$ cat config.mk
export PLATFORM = sky130hd
export DESIGN_NAME = bp_rom_param_streamer
export DESIGN_NICKNAME = d
export VERILOG_FILES = /design/src/rtl/bp_rom_param_pkg.sv /design/src/rtl/bp_rom_param_addr_gen.sv /design/src/rtl/bp_rom_param_streamer.sv
export SDC_FILE = /design/constraint.sdc
export NUM_CORES = 1
export LEC_CHECK = 0
export BUFFER_PORTS_ARGS = -buffer_cell sky130_fd_sc_hd__clkbuf_2
export CORE_ASPECT_RATIO = 1.5
export CORE_UTILIZATION = 55
export CTS_CLUSTER_SIZE = 16
export DETAILED_ROUTE_END_ITERATION = 6
export GPL_TIMING_DRIVEN = 0
export PLACE_DENSITY = 0.82
export SYNTH_ARGS = -nofsm -noshare
export SYNTH_HDL_FRONTEND = slang
export SYNTH_HIERARCHICAL = 1
export SYNTH_SLANG_ARGS = --single-unit
$ cat constraint.sdc
create_clock -name clk_i -period 3.5 [get_ports clk_i]
set_input_delay 0 -clock clk_i [delete_from_list [all_inputs] [get_ports clk_i]]
set_output_delay 0 -clock clk_i [all_outputs]
set_load 0.01 [all_outputs]
$ cat src/rtl/bp_rom_param_pkg.sv
// Shared types and helpers for the parameter-initialised ROM burst streamer.
// Holds the FSM state encoding and the modulo address step used by the address generator.
package bp_rom_param_pkg;

  typedef enum logic {
    e_rom_idle,
    e_rom_busy
  } rom_state_e;

  // Same rule as BSG_SAFE_CLOG2: never returns a zero width.
  function automatic int safe_clog2(input int x);
    return (x <= 1) ? 1 : $clog2(x);
  endfunction

  // One-step modulo increment; legal operands are both below els, so one subtraction suffices.
  function automatic int unsigned addr_wrap(input int unsigned addr,
                                            input int unsigned stride,
                                            input int unsigned els);
    int unsigned sum;
    sum = addr + stride;
    if (sum >= els) sum = sum - els;
    return sum;
  endfunction

endpackage

$ cat src/rtl/bp_rom_param_addr_gen.sv
// Burst address generator: walks the ROM by a fixed stride with modulo-els_p wrap
// and tracks how many beats remain to be issued.
module bp_rom_param_addr_gen
  import bp_rom_param_pkg::*;
#(
  parameter int els_p     = 8,
  parameter int lg_els_lp = 3,
  parameter int lg_len_lp = 8
)(
  input  logic                 clk_i,
  input  logic                 reset_n_i,
  input  logic                 load,
  input  logic                 advance,
  input  logic [lg_els_lp-1:0] start,
  input  logic [lg_len_lp-1:0] len,
  input  logic [lg_els_lp-1:0] stride,
  output logic [lg_els_lp-1:0] addr,
  output logic                 is_last,
  output logic                 pending
);

  logic [lg_len_lp-1:0] remaining;
  logic [lg_els_lp-1:0] stride_r;
  logic [lg_els_lp-1:0] next_addr;

  assign next_addr = lg_els_lp'(addr_wrap(32'(addr), 32'(stride_r), els_p));
  assign is_last   = (remaining == '0);

  // pending stays high until the beat with remaining==0 has been handed to the output register.
  always_ff @(posedge clk_i or negedge reset_n_i) begin
    if (!reset_n_i) begin
      addr      <= '0;
      remaining <= '0;
      stride_r  <= '0;
      pending   <= 1'b0;
    end else if (load) begin
      addr      <= start;
      remaining <= len;
      stride_r  <= stride;
      pending   <= 1'b1;
    end else if (advance) begin
      addr <= next_addr;
      if (is_last) pending <= 1'b0;
      else remaining <= remaining - 1'b1;
    end
  end

endmodule

$ cat src/rtl/bp_rom_param_streamer.sv
// ROM with contents fixed by a packed parameter, streamed out in strided bursts
// over a valid/ready interface at up to one beat per cycle.
module bp_rom_param_streamer
  import bp_rom_param_pkg::*;
#(
  parameter int                        width_p   = 8,
  parameter int                        els_p     = 8,
  parameter logic [width_p*els_p-1:0]  data_p    = '0,
  parameter int                        max_len_p = 256,
  localparam int                       lg_els_lp = safe_clog2(els_p),
  localparam int                       lg_len_lp = safe_clog2(max_len_p)
)(
  input  logic                 clk_i,
  input  logic                 reset_n_i,
  input  logic                 v_i,
  output logic                 ready_and_o,
  input  logic [lg_els_lp-1:0] start_i,
  input  logic [lg_len_lp-1:0] len_i,
  input  logic [lg_els_lp-1:0] stride_i,
  output logic [width_p-1:0]   data_o,
  output logic                 v_o,
  input  logic                 ready_and_i,
  output logic                 last_o
);

  localparam logic [lg_els_lp:0] els_lv = (lg_els_lp + 1)'(els_p);

  rom_state_e            state_r, state_n;
  logic                  load_req;
  logic                  load_out;
  logic                  accept_last;
  logic [lg_els_lp-1:0]  cur_addr;
  logic                  is_last;
  logic                  pending;
  logic [width_p-1:0]    rom_data;

  assign ready_and_o = (state_r == e_rom_idle);
  assign load_req    = ready_and_o & v_i;
  assign accept_last = v_o & ready_and_i & last_o;
  assign load_out    = (state_r == e_rom_busy) & pending & (~v_o | ready_and_i);

  bp_rom_param_addr_gen #(
    .els_p     (els_p),
    .lg_els_lp (lg_els_lp),
    .lg_len_lp (lg_len_lp)
  ) addr_gen (
    .clk_i     (clk_i),
    .reset_n_i (reset_n_i),
    .load      (load_req),
    .advance   (load_out),
    .start     (start_i),
    .len       (len_i),
    .stride    (stride_i),
    .addr      (cur_addr),
    .is_last   (is_last),
    .pending   (pending)
  );

  always_ff @(posedge clk_i or negedge reset_n_i) begin
    if (!reset_n_i) state_r <= e_rom_idle;
    else state_r <= state_n;
  end

  // A burst ends only when its final beat is taken by the consumer, not when it is issued.
  always_comb begin
    state_n = state_r;
    case (state_r)
      e_rom_idle: if (v_i) state_n = e_rom_busy;
      e_rom_busy: if (accept_last) state_n = e_rom_idle;
      default:    state_n = e_rom_idle;
    endcase
  end

  always_comb begin
    rom_data = '0;
    for (int i = 0; i < els_p; i++) begin
      if (cur_addr == lg_els_lp'(i)) rom_data = data_p[i*width_p +: width_p];
    end
  end

  // Reloading on the accepting cycle keeps one beat per cycle; otherwise the beat is held.
  always_ff @(posedge clk_i or negedge reset_n_i) begin
    if (!reset_n_i) begin
      data_o <= '0;
      v_o    <= 1'b0;
      last_o <= 1'b0;
    end else if (load_out) begin
      data_o <= rom_data;
      v_o    <= 1'b1;
      last_o <= is_last;
    end else if (v_o & ready_and_i) begin
      v_o    <= 1'b0;
      last_o <= 1'b0;
    end
  end

  always_ff @(posedge clk_i) begin
    if (reset_n_i && load_req) begin
      assert ({1'b0, start_i} < els_lv)
        else $error("bp_rom_param_streamer: start_i beyond ROM size");
      assert ({1'b0, stride_i} < els_lv)
        else $error("bp_rom_param_streamer: stride_i beyond ROM size");
    end
  end

endmodule

After elaboration in Yosys (flattened, before gate mapping) --
Cells that the tools add are included.
Word-level totals: input bits 18, bits in registers 12, output and inout bits 11, word-level logic and storage cells 33
Cells by class: mux-type cells 12, bitwise gates (word level) 8, reduce and logical (&&, ||, !) cells 6, eq/ne operators 1, add/sub/neg operators 1
Operators by type and width (number):
- $mux W8 | 3
- $logic_not A8 Y1 | 1
- $mux W1 | 8
- $sub A8 B1 Y8 const B | 1
- $reduce_bool A2 Y1 | 3
- $and A1 B1 Y1 | 5
- $reduce_and A2 Y1 | 2
- $ne A2 B1 Y1 const B | 1
- $not A1 Y1 | 2
- $pmux W1 S2 | 1
- $or A1 B1 Y1 | 1

Depth between registers and ports, before layout --
depth in word-level cells 5, gate-level depth with buffers 6, depth with buffers taken out 5

Hierarchy --
Netlist, hierarchy kept.
By module, submodules not included:
- bp_rom_param_addr_gen | area each 912.1 um2, cells each 99, times used 1, sequential area each 375.4 um2
- bp_rom_param_streamer | area each 220.2 um2, cells each 23, times used 1, sequential area each 75.1 um2

Least setup slack after synthesis --
No wires, ideal clock.
kind register to register, start reg addr_gen.remaining[0], end reg addr_gen.remaining[0], arrival time 1.767 ns, library setup time 0.069 ns, clock period less this slack 1.835 ns, data required time 3.431 ns, stages on the path, launching flop included 7, buffers on the path 1, slack 1.665 ns, cell sequence dfrtp_1 -> inv_1 -> ha_1 -> or4b_1 -> clkbuf_2 -> or4_1 -> nand3_1
On the way: word-level cells in the longest chain between the ends 4, elaborated cells between the ends (all ways) 7, those cells by class add/sub (1); eq/ne (1); mux (3); reduce/logical (2)
RTL lines:
- start: declaration | line bp_rom_param_addr_gen.sv:22 | logic [lg_len_lp-1:0] remaining;
- start signal: assignment | line bp_rom_param_addr_gen.sv:38 | remaining <= len;
- start signal: assignment | line bp_rom_param_addr_gen.sv:44 | else remaining <= remaining - 1'b1;
- $sub A8 B1 Y8 | line bp_rom_param_addr_gen.sv:44
- $mux W8 | line bp_rom_param_addr_gen.sv:43 | if (is_last) pending <= 1'b0;
- $mux W8 | line bp_rom_param_addr_gen.sv:41 | end else if (advance) begin
- $mux W8 | line bp_rom_param_addr_gen.sv:36 | end else if (load) begin
Parallel ways exist; a longest one is shown, timed or not. The select of a mux whose other input is x is not followed. A chain may end at the register's enable or synchronous reset.

Final worst setup path --
Same ends and word-level chain as after synthesis.

==> impl_metrics.yaml <==
outcome:
  outcome: "complete, no violations"
power:
  p_seq_frac: 0.352
  clockPowerShare: 0.155
  irDropWorstVdd_mv: 0.384
  pwr_density_cell_mw_per_mm2: 685
  p_leak_nw: 0.506
  p_int_mw: 0.419
  p_sw_mw: 0.316
  switching_share: 0.430
  comb_power_share: 0.493
drt:
  drt-pass1-iter-count: 4
  num_vias: 838
  post_drt_wl_per_cell_um: 13.5
  routed_wl_mm: 2.01
  final_antenna_net_count: 0
  vias_per_cell: 5.62
  drt_iter0_drc: 25
  drc: 0
worst_setup_path:
  cp.required_ns: 3.71
  crit_slowest_cell: "or4_1"
  critical_path_arrival_ns: 2.33
  crit_chain: "inv_1 > ha_1 > or4b_1 > clkbuf_2 > or4_1 > nand3_1"
  cp_slowest_stage_delay_ns: 0.53
  crit_fanout: 7
  cp-start-kind: "flop"
  crit_buf_inv: 2
  crit_path_end_kind: "flop"
  worstSetupPathType: "flop to flop"
  cpLargestDelayFamily: "simple AND/OR/NAND/NOR gates"
timing:
  tightest_slew_ns: 0.546
  maxSlewViolCount: 0
  fin_setup_tns_ns: 0
  setup_viol: 0
  slew_headroom: 0.635
  hold_viol_final: 0
  max_freq_mhz: 472
  period_minus_slack_ns: 2.12
  fin_crit_sh: 0.606
  worst_clock_skew_ns: 0.00207
  finalWorstSetupSlack_ns: 1.38
  rsz0062_at_grt: "false"
die:
  core_mm2: 0.00136
  start_util: 0.617
  io_pins: 29
  rows: 16
  die_area_mm2: 0.00169
  die-height_um: 49.9
  die_w_um: 33.9
grt:
  antenna_found_initial: 0
  met1_usage: 0.324
  grt_use_met3: 0.0242
  grtUsageMet2: 0.470
  grtUsageTotal: 0.281
  grt_pass1_wl_mm: 3.19
  grt_overflow: 0
  grt_pass1_vias: 762
  grt_max_degree: 13
  busiest_layer: "met2"
cells_and_area:
  area_delta_synth_final_pct: 28.0
  diodes: 0
  stdcell_area_mm2: 0.00107
  nNetsFinal: 152
  post-route-util: 0.790
  instances_no_fill: 149
  nFillCells: 114
  post_route_cells_drive_above_1_share: 0.244
yosys:
  syn_inst: 98
  avgSynthCellArea_um2: 8.57
  synth_area_um2: 840
  yosys_warnings: 6
clock_tree:
  cts_buffer_depth: 2
  clock_sinks: 12
  cts.clk_slew.worst_paths_ns: 0.08
  cts_tree: "built"
  cts-root-buf: "clkbuf_4"
  postCtsHoldBufs: 8
  cts_inserted_buffers: 3
  htreeDepth: 1
  insertion_delay_ns: 0.28
  post_cts_buffers: 0
  cts_resized: 0
flow_run:
  drv_cap: 0
placement:
  dp_slack_ns: 1.53
  place.gp.congestion: 0.854
  port_buffers: 14
  dpl.hpwl_mm: 1.33
  placedCellCount: 137
  place_area_um2: 958
hold_path:
  min-delay-path-class: "input pin to flop"
[final timing paths]
path,cells after the start,slack [ns],startpoint,end
min in group asynchronous,2,0.14,reset_n_i,addr_gen/remaining[3]$_DFFE_PN0P_
hold / removal,3,0.002,ready_and_i,v_o$_DFFE_PN0P_
setup reg to reg,6,1.38,addr_gen/remaining[0]$_DFFE_PN0P_,addr_gen/remaining[0]$_DFFE_PN0P_
setup / recovery,6,1.38,addr_gen/remaining[0]$_DFFE_PN0P_,addr_gen/remaining[0]$_DFFE_PN0P_
hold reg to reg,1,0.56,last_o$_DFFE_PN0P_,last_o$_DFFE_PN0P_
max in group asynchronous,2,3.12,reset_n_i,addr_gen/remaining[1]$_DFFE_PN0P_
[sequential cells by signal, summed over array words and instances (netlist names)]
register / count
v_o: 1
state_r: 1
addr_gen/pending: 1
addr_gen/remaining: 8
last_o: 1
[through the flow]
stage | power (mW) | hold slack [ns]
2_1_floorplan | 0.519 | -0.296
3_3_place_gp | 0.584 | -0.0963
3_5_place_dp | 0.600 | -0.0956
4_1_cts | 0.726 | 0.00144
5_1_grt | 0.787 | 0.0203
6_report | 0.736 | 0.00184
[routing by layer]
layer	wire length, um	part of all wire
met1	760	0.38
met2	1140	0.57
met3	68	0.034
met4	38	0.019
met5	0	0
[power by group through the flow]
stage | Sequential, mW | Clock [mW] | Combinational, mW
final | 0.259 | 0.114 | 0.363
after global routing | 0.265 | 0.120 | 0.401
after CTS | 0.258 | 0.116 | 0.351
after detailed placement | 0.261 | 0 | 0.339
after global placement | 0.257 | 0 | 0.327
after floorplan | 0.246 | 0 | 0.272
[worst reg2reg max path: stages, from the launching register on]
cell and delay [ns]:
dfrtp_1 0.43, inv_1 0.12, ha_1 0.21, or4b_1 0.45, clkbuf_2 0.17, or4_1 0.53
nand3_1 0.14
[layout make-up]
class	instances	area (um2)	area share
well taps	18	22.5	0.0210
plain buffers	14	83.8	0.0780
multi-input cells	72	455	0.424
clock buffers	4	36.3	0.0338
inverters	7	26.3	0.0244
repair buffers	22	150	0.140
flip-flops and latches	12	300	0.279
[placed cells by master (no fill, tap or decap), types with 2 or more instances in the layout]
cell type / instances
o21ai_0: 2
a21o_1: 2
buf_4: 8
clkbuf_1: 4
a21oi_1: 3
clkbuf_2: 15
inv_1: 7
nand3_1: 6
or4_1: 2
nor2_1: 7
o211ai_1: 2
dlygate4sd3_1: 8
nor4b_1: 2
nand2_1: 10
nor2b_1: 2
dfrtp_1: 12
conb_1: 8
o41ai_1: 2
ha_1: 2
clkbuf_4: 3
nand4_1: 2
Note: power is estimated with default switching activity, not from simulation.
